$ cat src/rtl/arbitro_leituras_rr.sv
// Round-robin read arbiter: one requester per cycle drives the memory read-port bank; returns are tagged by id.
// Optional macro ARBITRO_LEITURAS_DATA_REG_EN registers read_data_out and adds one return stage to stay aligned.
module arbitro_leituras_rr #(
  parameter int NUM_READ_PORTS = 8,
  parameter int NUM_EA         = 8,
  parameter int DATA_WIDTH     = 32,
  parameter int ADDR_WIDTH     = 8,
  parameter int MEM_LATENCY    = 1,
  localparam int ID_WIDTH      = $clog2(NUM_EA)
) (
  input  logic                                       clk,
  input  logic                                       rst,
  input  logic [NUM_EA-1:0]                          read_en_in,
  input  logic [ADDR_WIDTH*NUM_READ_PORTS*NUM_EA-1:0] read_addr_in,
  output logic [NUM_EA-1:0]                          grant_out,
  output logic [ADDR_WIDTH*NUM_READ_PORTS-1:0]        read_addr_out,
  output logic                                       mem_read_en_out,
  input  logic [DATA_WIDTH*NUM_READ_PORTS-1:0]        mem_read_data_in,
  output logic [DATA_WIDTH*NUM_READ_PORTS-1:0]        read_data_out,
  output logic [NUM_EA-1:0]                          data_valid_out,
  output logic [ID_WIDTH-1:0]                        read_id_out
);

  localparam int VEC_W = ADDR_WIDTH * NUM_READ_PORTS;
`ifdef ARBITRO_LEITURAS_DATA_REG_EN
  localparam int PIPE_DEPTH = MEM_LATENCY + 1;
`else
  localparam int PIPE_DEPTH = MEM_LATENCY;
`endif
  localparam int LAST = PIPE_DEPTH - 1;

  logic [ID_WIDTH-1:0] ptr_q, ptr_d;
  logic [NUM_EA-1:0]   grant_q, grant_d;
  logic [ID_WIDTH-1:0] grant_id_q;
  logic [VEC_W-1:0]    addr_q;
  logic                mem_en_q;
  logic [NUM_EA-1:0]   eligible;
  logic                win_found;
  logic [ID_WIDTH-1:0] win_id;
  logic [VEC_W-1:0]    req_vec [NUM_EA];

  generate
    for (genvar gi = 0; gi < NUM_EA; gi++) begin : g_slice
      assign req_vec[gi] = read_addr_in[gi*VEC_W +: VEC_W];
    end
  endgenerate

  // A requester still sees its own grant this cycle, so it must not win again.
  assign eligible = read_en_in & ~grant_q;

  always_comb begin
    int idx;
    logic [ID_WIDTH-1:0] idx_w;
    win_found = 1'b0;
    win_id    = '0;
    idx       = 0;
    idx_w     = '0;
    for (int i = 0; i < NUM_EA; i++) begin
      idx = int'(ptr_q) + i;
      if (idx >= NUM_EA) idx = idx - NUM_EA;
      idx_w = ID_WIDTH'(idx);
      if (!win_found && eligible[idx_w]) begin
        win_found = 1'b1;
        win_id    = idx_w;
      end
    end
  end

  always_comb begin
    grant_d = '0;
    if (win_found) grant_d[win_id] = 1'b1;
    if (win_id == ID_WIDTH'(NUM_EA - 1)) ptr_d = '0;
    else                                 ptr_d = win_id + ID_WIDTH'(1);
  end

  always_ff @(posedge clk) begin
    if (rst) begin
      ptr_q      <= '0;
      grant_q    <= '0;
      grant_id_q <= '0;
      addr_q     <= '0;
      mem_en_q   <= 1'b0;
    end else begin
      mem_en_q <= win_found;
      grant_q  <= grant_d;
      if (win_found) begin
        grant_id_q <= win_id;
        addr_q     <= req_vec[win_id];
        ptr_q      <= ptr_d;
      end
    end
  end

  assign grant_out       = grant_q;
  assign read_addr_out   = addr_q;
  assign mem_read_en_out = mem_en_q;

  // Return tag pipe: entry enters the cycle after issue, exits when memory data is valid.
  logic                pipe_valid_q [PIPE_DEPTH];
  logic [ID_WIDTH-1:0] pipe_id_q    [PIPE_DEPTH];

  always_ff @(posedge clk) begin
    if (rst) begin
      for (int i = 0; i < PIPE_DEPTH; i++) begin
        pipe_valid_q[i] <= 1'b0;
        pipe_id_q[i]    <= '0;
      end
    end else begin
      pipe_valid_q[0] <= mem_en_q;
      pipe_id_q[0]    <= grant_id_q;
      for (int i = 1; i < PIPE_DEPTH; i++) begin
        pipe_valid_q[i] <= pipe_valid_q[i-1];
        pipe_id_q[i]    <= pipe_id_q[i-1];
      end
    end
  end

  always_comb begin
    data_valid_out = '0;
    if (pipe_valid_q[LAST]) data_valid_out[pipe_id_q[LAST]] = 1'b1;
  end

  assign read_id_out = pipe_valid_q[LAST] ? pipe_id_q[LAST] : '0;

`ifdef ARBITRO_LEITURAS_DATA_REG_EN
  logic [DATA_WIDTH*NUM_READ_PORTS-1:0] data_q;

  always_ff @(posedge clk) begin
    if (rst) data_q <= '0;
    else     data_q <= mem_read_data_in;
  end

  assign read_data_out = data_q;
`else
  assign read_data_out = mem_read_data_in;
`endif

endmodule
$ cat config.mk
export PLATFORM = sky130hd
export DESIGN_NAME = arbitro_leituras_rr
export DESIGN_NICKNAME = d
export VERILOG_FILES = /design/src/rtl/arbitro_leituras_rr.sv
export SDC_FILE = /design/constraint.sdc
export NUM_CORES = 1
export LEC_CHECK = 0
export BUFFER_PORTS_ARGS = -buffer_cell sky130_fd_sc_hd__buf_4
export CAP_MARGIN = 25
export CORE_AREA = 5 5 432 434
export CTS_CLUSTER_DIAMETER = 60
export DETAILED_ROUTE_END_ITERATION = 8
export DIE_AREA = 0 0 437 439
export PLACE_DENSITY = 0.3
export SLEW_MARGIN = 25
export SYNTH_ARGS = -nofsm -noshare
export SYNTH_HDL_FRONTEND = slang
export SYNTH_SLANG_ARGS = --single-unit
$ cat constraint.sdc
create_clock -name clk -period 6.2 [get_ports clk]
set_clock_uncertainty 0.15 [all_clocks]
set_input_delay 0.93 -clock clk [delete_from_list [all_inputs] [get_ports clk]]
set_output_delay 0.93 -clock clk [all_outputs]
set_load 0.02 [all_outputs]
==> flow_summary.yaml, run 1 <==
yosys:
  syn_inst: 1190
  synth.largest_area_cell: "buf_4"
  netlist_area_pre_place_mm2: 0.00978
  postSynthNetCount: 1970
  post_synth_main_area_contributors: "buf_4 20%, mux2i_1 18%, dfxtp_1 17%"
  synth_enable_flop_cells: 0
  flops_latches_synth: 83
  synth-warning-count: 0
  synth.most_common_cell: "buf_4"
  seq_area_frac_synth: 0.170
  synthDominantCellAreaShare: 0.202
  ys_top_cells_by_count: "263 x buf_4, 178 x mux2i_1, 149 x nand2_1"
  async_flop_share: 0
  yosys_most_used_dff: "dfxtp_1"
  avgSynthCellArea_um2: 8.22
  synthDistinctLibCells: 63
routing:
  antenna_left: 0
  drt_iter0_drc: 537
  route.detailed.vias_per_inst: 2.78
  avgRoutedWirePerCell_um: 28.0
  post-route-drc-count: 0
  num_vias: 10900
  firstDrtPassIters: 4
  drt_wl_total_um: 110000
sta:
  fin_crit_sh: 0.892
  timing.slew.headroom: 0.386
  finalWorstPathRequiredPeriod_ps: 5530
  total_setup_violations_reported_at_the_end_of_the_flow: 0
  report.final.hold_viol_count: 0
  fin_tns_setup_ps: 0
  tightestPinTransition_ps: 922
  grt_setup_unrepaired: "false"
  drv_slew: 0
  clock.fmax_mhz: 181
job:
  maxCapViolations: 0
global_route:
  grt_first_pass_wirelength_um: 134000
  global_route.peak_usage_layer: "met2"
  globalRouteMet1Util: 0.117
  grt.met2_usage: 0.174
  grt_start_max_net_pins: 55
  antenna_violations_before_repair: 43
  globalRouteOverflowTotal: 0
  track_usage: 0.109
  gr-usage-met3: 0.0740
  grt_pass1_vias: 11300
min_path:
  worstHoldStart: "grant_id_q[1]$_SDFFE_PP0P_"
  min_path_cells: 2
  timing.hold.worst.class: "reg2reg"
  hold_path_end: "grant_id_q[1]$_SDFFE_PP0P_"
worst_setup_path:
  cpMaxStageDelayCell: "dfxtp_1"
  worst-setup-path-type: "reg2reg"
  worst-path-max-fanout: 24
  timing.rr.end: "read_addr_out[54]$_SDFFE_PP0P_"
  critical_path.startpoint_type: "register"
  setup.reg_to_reg.worst_slack_ps: 670
  required_ps: 6370
  ff2ff_path_depth: 12
  cp.arrival_ps: 5700
  worst_setup_path_end_kind: "register"
  critical_path.max_stage_delay_ps: 720
  timing.critical_path.cells: "inv_4 -> ha_1 -> inv_1 -> mux4_2 -> and3_1 -> o21ai_1 -> o22a_4 -> buf_4 -> mux2i_1 -> buf_4 -> o22ai_1 -> a211o_1"
  cpMostUsedCell: "buf_4"
  rr_startpoint: "ptr_q[0]$_SDFFE_PP0P_"
clocking:
  worst_setup_hold_path_clk_slew_ps: 90
  clockBufferDepth: 2
  cts-buffers-inserted: 9
  htree_num_levels: 3
  post_cts.resized_instances: 0
  cts-root-buf: "clkbuf_16"
  post_cts_repair_setup_buffers: 0
  tritoncts: "yes"
  worst_skew_pair.late_latency_ps: 430
  cts-hold-fix-buffers: 0
  numClockSinks: 83
pwr:
  vdd_ir_drop_max_v: 0.000532
  p_per_area_mw_per_mm2: 695
  p_leak_nw: 6.87
floorplan:
  placementRows: 157
  die-area_mm2: 0.192
  starting_density_of_the_core: 0.0537
  die_width_um: 437
  core_mm2: 0.182
  io_pins: 1118
  chipHeight_um: 439
placement:
  detailedPlacementHpwl_um: 97100
  numPortBuffers: 605
  final_weighted_congestion_in_routability_driven_placement: 0.822
  placed_instances: 3901
finish:
  share_of_final_layout_standard_cells_stronger_than_drive_strength_1: 0.499
  instances_no_fill: 3927
  multiInputGateArea_mm2: 0.00581
  num-nets-final: 2307
  filler_cell_count: 21400
  sequential_cell_area_mm2: 0.00166
  syn2layout_area_growth_pct: 62.4
outcome:
  outcome: "complete, no violations"
==> worst max path at each step <==
stage | to | startpoint
global route | read_addr_out[30]$_SDFFE_PP0P_ | ptr_q[0]$_SDFFE_PP0P_
finish | read_addr_out[54]$_SDFFE_PP0P_ | ptr_q[0]$_SDFFE_PP0P_
detailed placement | read_addr_out[30]$_SDFFE_PP0P_ | ptr_q[0]$_SDFFE_PP0P_
floorplan | read_addr_out[0]$_SDFFE_PP0P_ | read_en_in[7]
CTS | read_addr_out[30]$_SDFFE_PP0P_ | ptr_q[0]$_SDFFE_PP0P_
global placement | read_addr_out[30]$_SDFFE_PP0P_ | ptr_q[0]$_SDFFE_PP0P_
==> area by class of cell <==
class,instances,share of cell area
diodes,10,0.00158
clock buffers,10,0.0144
clock inverters,6,0.00457
inverters,8,0.00213
multi-input cells,761,0.366
flip-flops and latches,83,0.105
well taps,2385,0.188
repair buffers,664,0.319
==> kinds of logic (layout without fill, tap and decap cells) <==
| logic type | count (synthesis) | in the layout | share of synthesized area |
|---|---|---|---|
| buf+inv | 346 | 688 | 0.243 |
| compound gates | 262 | 262 | 0.193 |
| simple gates | 251 | 251 | 0.117 |
| mux | 243 | 243 | 0.272 |
| flops | 83 | 83 | 0.170 |
| xor+xnor | 3 | 3 | 0.00269 |
| fa+ha+maj | 2 | 2 | 0.00256 |
| other cells | 0 | 10 | 0 |
==> metal layers <==
| layer | routed length (um) | up-vias | part of all wire |
|---|---|---|---|
| li1 | - | 4757 | - |
| met1 | 40900 | 5164 | 0.37 |
| met2 | 50100 | 786 | 0.45 |
| met3 | 15900 | 187 | 0.14 |
| met4 | 2520 | 24 | 0.023 |
| met5 | 683 | - | 0.0062 |
==> where the power goes <==
| part | switching [W] | internal (W) | total [W] |
|---|---|---|---|
| registers | 0.000191 | 0.000779 | 0.000970 |
| clock network | 0.000348 | 0.000318 | 0.000666 |
| logic | 0.00563 | 0.00377 | 0.00940 |
| total | 0.00617 | 0.00487 | 0.0110 |
==> worst max-delay path, delay by kind of cell (launching register included) <==
kind                     cells  cell delay, ps
AO/OA/AOI/OAI                4            1520
AND/OR/NAND/NOR              1             190
multiplexers                 2            1050
adder cells (fa/ha/maj)      1             680
flip-flops                   1             720
buffers and inverters        4            1020
==> stage by stage <==
step	hold slack [ps]	total power, W	utilization	area (um2)	worst slack, ps
2_1_floorplan	282	0.00686	-	9780	2300
3_3_place_gp	291	0.0107	0.0854	15600	568
3_5_place_dp	296	0.0107	0.0854	15600	560
4_1_cts	311	0.0114	0.0870	15900	533
5_1_grt	333	0.0118	0.0870	15900	383
6_report	307	0.0110	0.0871	15900	668
==> cell usage in the layout, fill, tap and decap left out, types with 9 or more instances in the layout <==
cell,synthesis,layout
a211o_1,24,24
a21oi_1,30,29
a221o_1,23,23
a22o_1,37,37
a31oi_1,17,17
buf_4,263,657
clkbuf_16,0,9
dfxtp_1,83,83
diode_2,0,10
mux2_2,50,50
mux2i_1,178,178
mux4_2,13,13
nand2_1,149,148
nand2b_1,14,14
nand3_1,17,17
nor2_1,24,22
nor2b_1,13,13
o21ai_0,38,38
o22ai_1,50,49
==> state kept, by name, indices dropped and copies added (netlist names) <==
| signal | flops |
|---|---|
| ptr_q | 3 |
| pipe_valid_q | 1 |
| grant_out | 8 |
| grant_id_q | 3 |
| read_addr_out | 64 |
| pipe_id_q | 3 |
| mem_read_en_out | 1 |
Power figures use the tool's default switching activity.
==> run 2, diff against run 1 <==
--- a/config.mk
+++ b/config.mk
@@ -6,12 +6,12 @@
 export NUM_CORES = 1
 export LEC_CHECK = 0
 export BUFFER_PORTS_ARGS = -buffer_cell sky130_fd_sc_hd__buf_4
-export CAP_MARGIN = 25
 export CORE_AREA = 5 5 432 434
-export CTS_CLUSTER_DIAMETER = 60
+export CTS_CLUSTER_DIAMETER = 40
 export DETAILED_ROUTE_END_ITERATION = 8
 export DIE_AREA = 0 0 437 439
 export PLACE_DENSITY = 0.3
+export RECOVER_POWER = 50
 export SLEW_MARGIN = 25
 export SYNTH_ARGS = -nofsm -noshare
 export SYNTH_HDL_FRONTEND = slang
==> run 2 against run 1 <==
Register-to-register slack got worse by 20 ps. Global-route usage did not move. Die area did not move. Maximum frequency shrank 0.36%. Sequential share of layout area is essentially flat. Combinational power barely moved. Critical path type unchanged. Critical endpoint unchanged. Highest routed layer unchanged.
==> flow_summary.yaml, run 2 (synthesized netlist as in run 1, its figures left out) <==
clocking:
  htree_num_levels: 3
  post_cts_repair_setup_buffers: 0
  worst_setup_hold_path_clk_slew_ps: 90
  cts-root-buf: "clkbuf_16"
  numClockSinks: 83
  worst_skew_pair.late_latency_ps: 430
  cts-hold-fix-buffers: 0
  post_cts.resized_instances: 0
  cts-buffers-inserted: 9
  tritoncts: "yes"
  clockBufferDepth: 2
sta:
  report.final.hold_viol_count: 0
  fin_crit_sh: 0.896
  tightestPinTransition_ps: 1180
  finalWorstPathRequiredPeriod_ps: 5550
  drv_slew: 0
  fin_tns_setup_ps: 0
  grt_setup_unrepaired: "false"
  total_setup_violations_reported_at_the_end_of_the_flow: 0
  clock.fmax_mhz: 180
  timing.slew.headroom: 0.212
pwr:
  power_w: 0.0111
  vdd_ir_drop_max_v: 0.000532
  p_leak_nw: 6.87
  p_per_area_mw_per_mm2: 696
floorplan:
  placementRows: 157
  core_mm2: 0.182
  die_width_um: 437
  io_pins: 1118
  starting_density_of_the_core: 0.0537
  chipHeight_um: 439
  die-area_mm2: 0.192
worst_setup_path:
  required_ps: 6370
  worst-path-max-fanout: 24
  timing.rr.end: "read_addr_out[54]$_SDFFE_PP0P_"
  cp.arrival_ps: 5720
  rr_startpoint: "ptr_q[0]$_SDFFE_PP0P_"
  critical_path.startpoint_type: "register"
  worst_setup_path_end_kind: "register"
  worst-setup-path-type: "reg2reg"
  setup.reg_to_reg.worst_slack_ps: 650
  ff2ff_path_depth: 12
routing:
  antenna_left: 0
  num_vias: 10900
  firstDrtPassIters: 4
  drt_wl_total_um: 110000
  route.detailed.vias_per_inst: 2.77
  post-route-drc-count: 0
  avgRoutedWirePerCell_um: 28.0
  drt_iter0_drc: 540
global_route:
  track_usage: 0.109
  grt_first_pass_wirelength_um: 134000
  antenna_violations_before_repair: 44
  grt_start_max_net_pins: 55
  globalRouteOverflowTotal: 0
  grt_pass1_vias: 11300
finish:
  instances_no_fill: 3926
  num-nets-final: 2307
  filler_cell_count: 21400
  final_cell_mix: "656 x buf_4, 178 x mux2i_1, 148 x nand2_1"
  postLayoutCoreUtil: 0.0871
  postLayoutCellArea_mm2: 0.0159
  most_frequent_standard_cell_in_the_layout_excluding_fill_and_tap_cells: "buf_4"
  syn2layout_area_growth_pct: 62.3
  share_of_final_layout_standard_cells_stronger_than_drive_strength_1: 0.498
  largest_register_ff_count: 64
placement:
  final_weighted_congestion_in_routability_driven_placement: 0.822
  numPortBuffers: 605
  placed_area_mm2: 0.0156
  placed_instances: 3901
  detailedPlacementHpwl_um: 97100
min_path:
  worstHoldStart: "grant_id_q[1]$_SDFFE_PP0P_"
  hold_path_end: "grant_id_q[1]$_SDFFE_PP0P_"
  timing.hold.worst.class: "reg2reg"
  min_path_cells: 2
job:
  maxCapViolations: 0
outcome:
  outcome: "complete, no violations"
[run 2: how the worst max path moves through the flow]
stage                                      from  slack, ps                        endpoint  depth (start not counted)
after floorplan                   read_en_in[7]       2300   read_addr_out[0]$_SDFFE_PP0P_                         11
after global placement    ptr_q[0]$_SDFFE_PP0P_        570  read_addr_out[30]$_SDFFE_PP0P_                         12
after detailed placement  ptr_q[0]$_SDFFE_PP0P_        560  read_addr_out[30]$_SDFFE_PP0P_                         12
after CTS                 ptr_q[0]$_SDFFE_PP0P_        530  read_addr_out[30]$_SDFFE_PP0P_                         12
after global routing      ptr_q[0]$_SDFFE_PP0P_        380  read_addr_out[30]$_SDFFE_PP0P_                         12
final                     ptr_q[0]$_SDFFE_PP0P_        650  read_addr_out[54]$_SDFFE_PP0P_                         12
[run 2: area by class of cell]
class | count | area (um2) | area share
Sequential cell | 83 | 1660 | 0.105
Tap cell | 2385 | 2980 | 0.188
Antenna cell | 9 | 22.5 | 0.00142
Multi-Input combinational cell | 761 | 5810 | 0.366
Timing Repair Buffer | 664 | 5070 | 0.319
Clock buffer | 10 | 229 | 0.0144
Clock inverter | 6 | 72.6 | 0.00457
Inverter | 8 | 33.8 | 0.00213
[run 2: per-layer routing]
metal / vias up / wire length [um] / global-route usage
li1: 4760 / - / -
met1: 5123 / 40600 / 0.117
met2: 772 / 50000 / 0.174
met3: 189 / 16200 / 0.0740
met4: 26 / 2530 / 0.0265
met5: - / 691 / 0.0217
[run 2: worst max-delay path: stages, from the launching register on]
cell,delay (ps)
dfxtp_1,720
inv_4,180
ha_1,700
inv_1,290
mux4_2,530
and3_1,190
o21ai_1,530
o22a_4,620
buf_4,320
mux2i_1,520
buf_4,220
o22ai_1,70
a211o_1,300
[run 2: through the flow]
stage | hold slack, ps | setup slack (ps)
2_1_floorplan | 282 | 2300
3_3_place_gp | 291 | 568
3_5_place_dp | 296 | 560
4_1_cts | 311 | 533
5_1_grt | 333 | 383
6_report | 307 | 648
[run 2: power breakdown]
part | leakage, nW | internal [W] | switching (W)
sequential | 0.688 | 0.000779 | 0.000190
combinational | 6.04 | 0.00377 | 0.00564
clock | 0.137 | 0.000318 | 0.000350
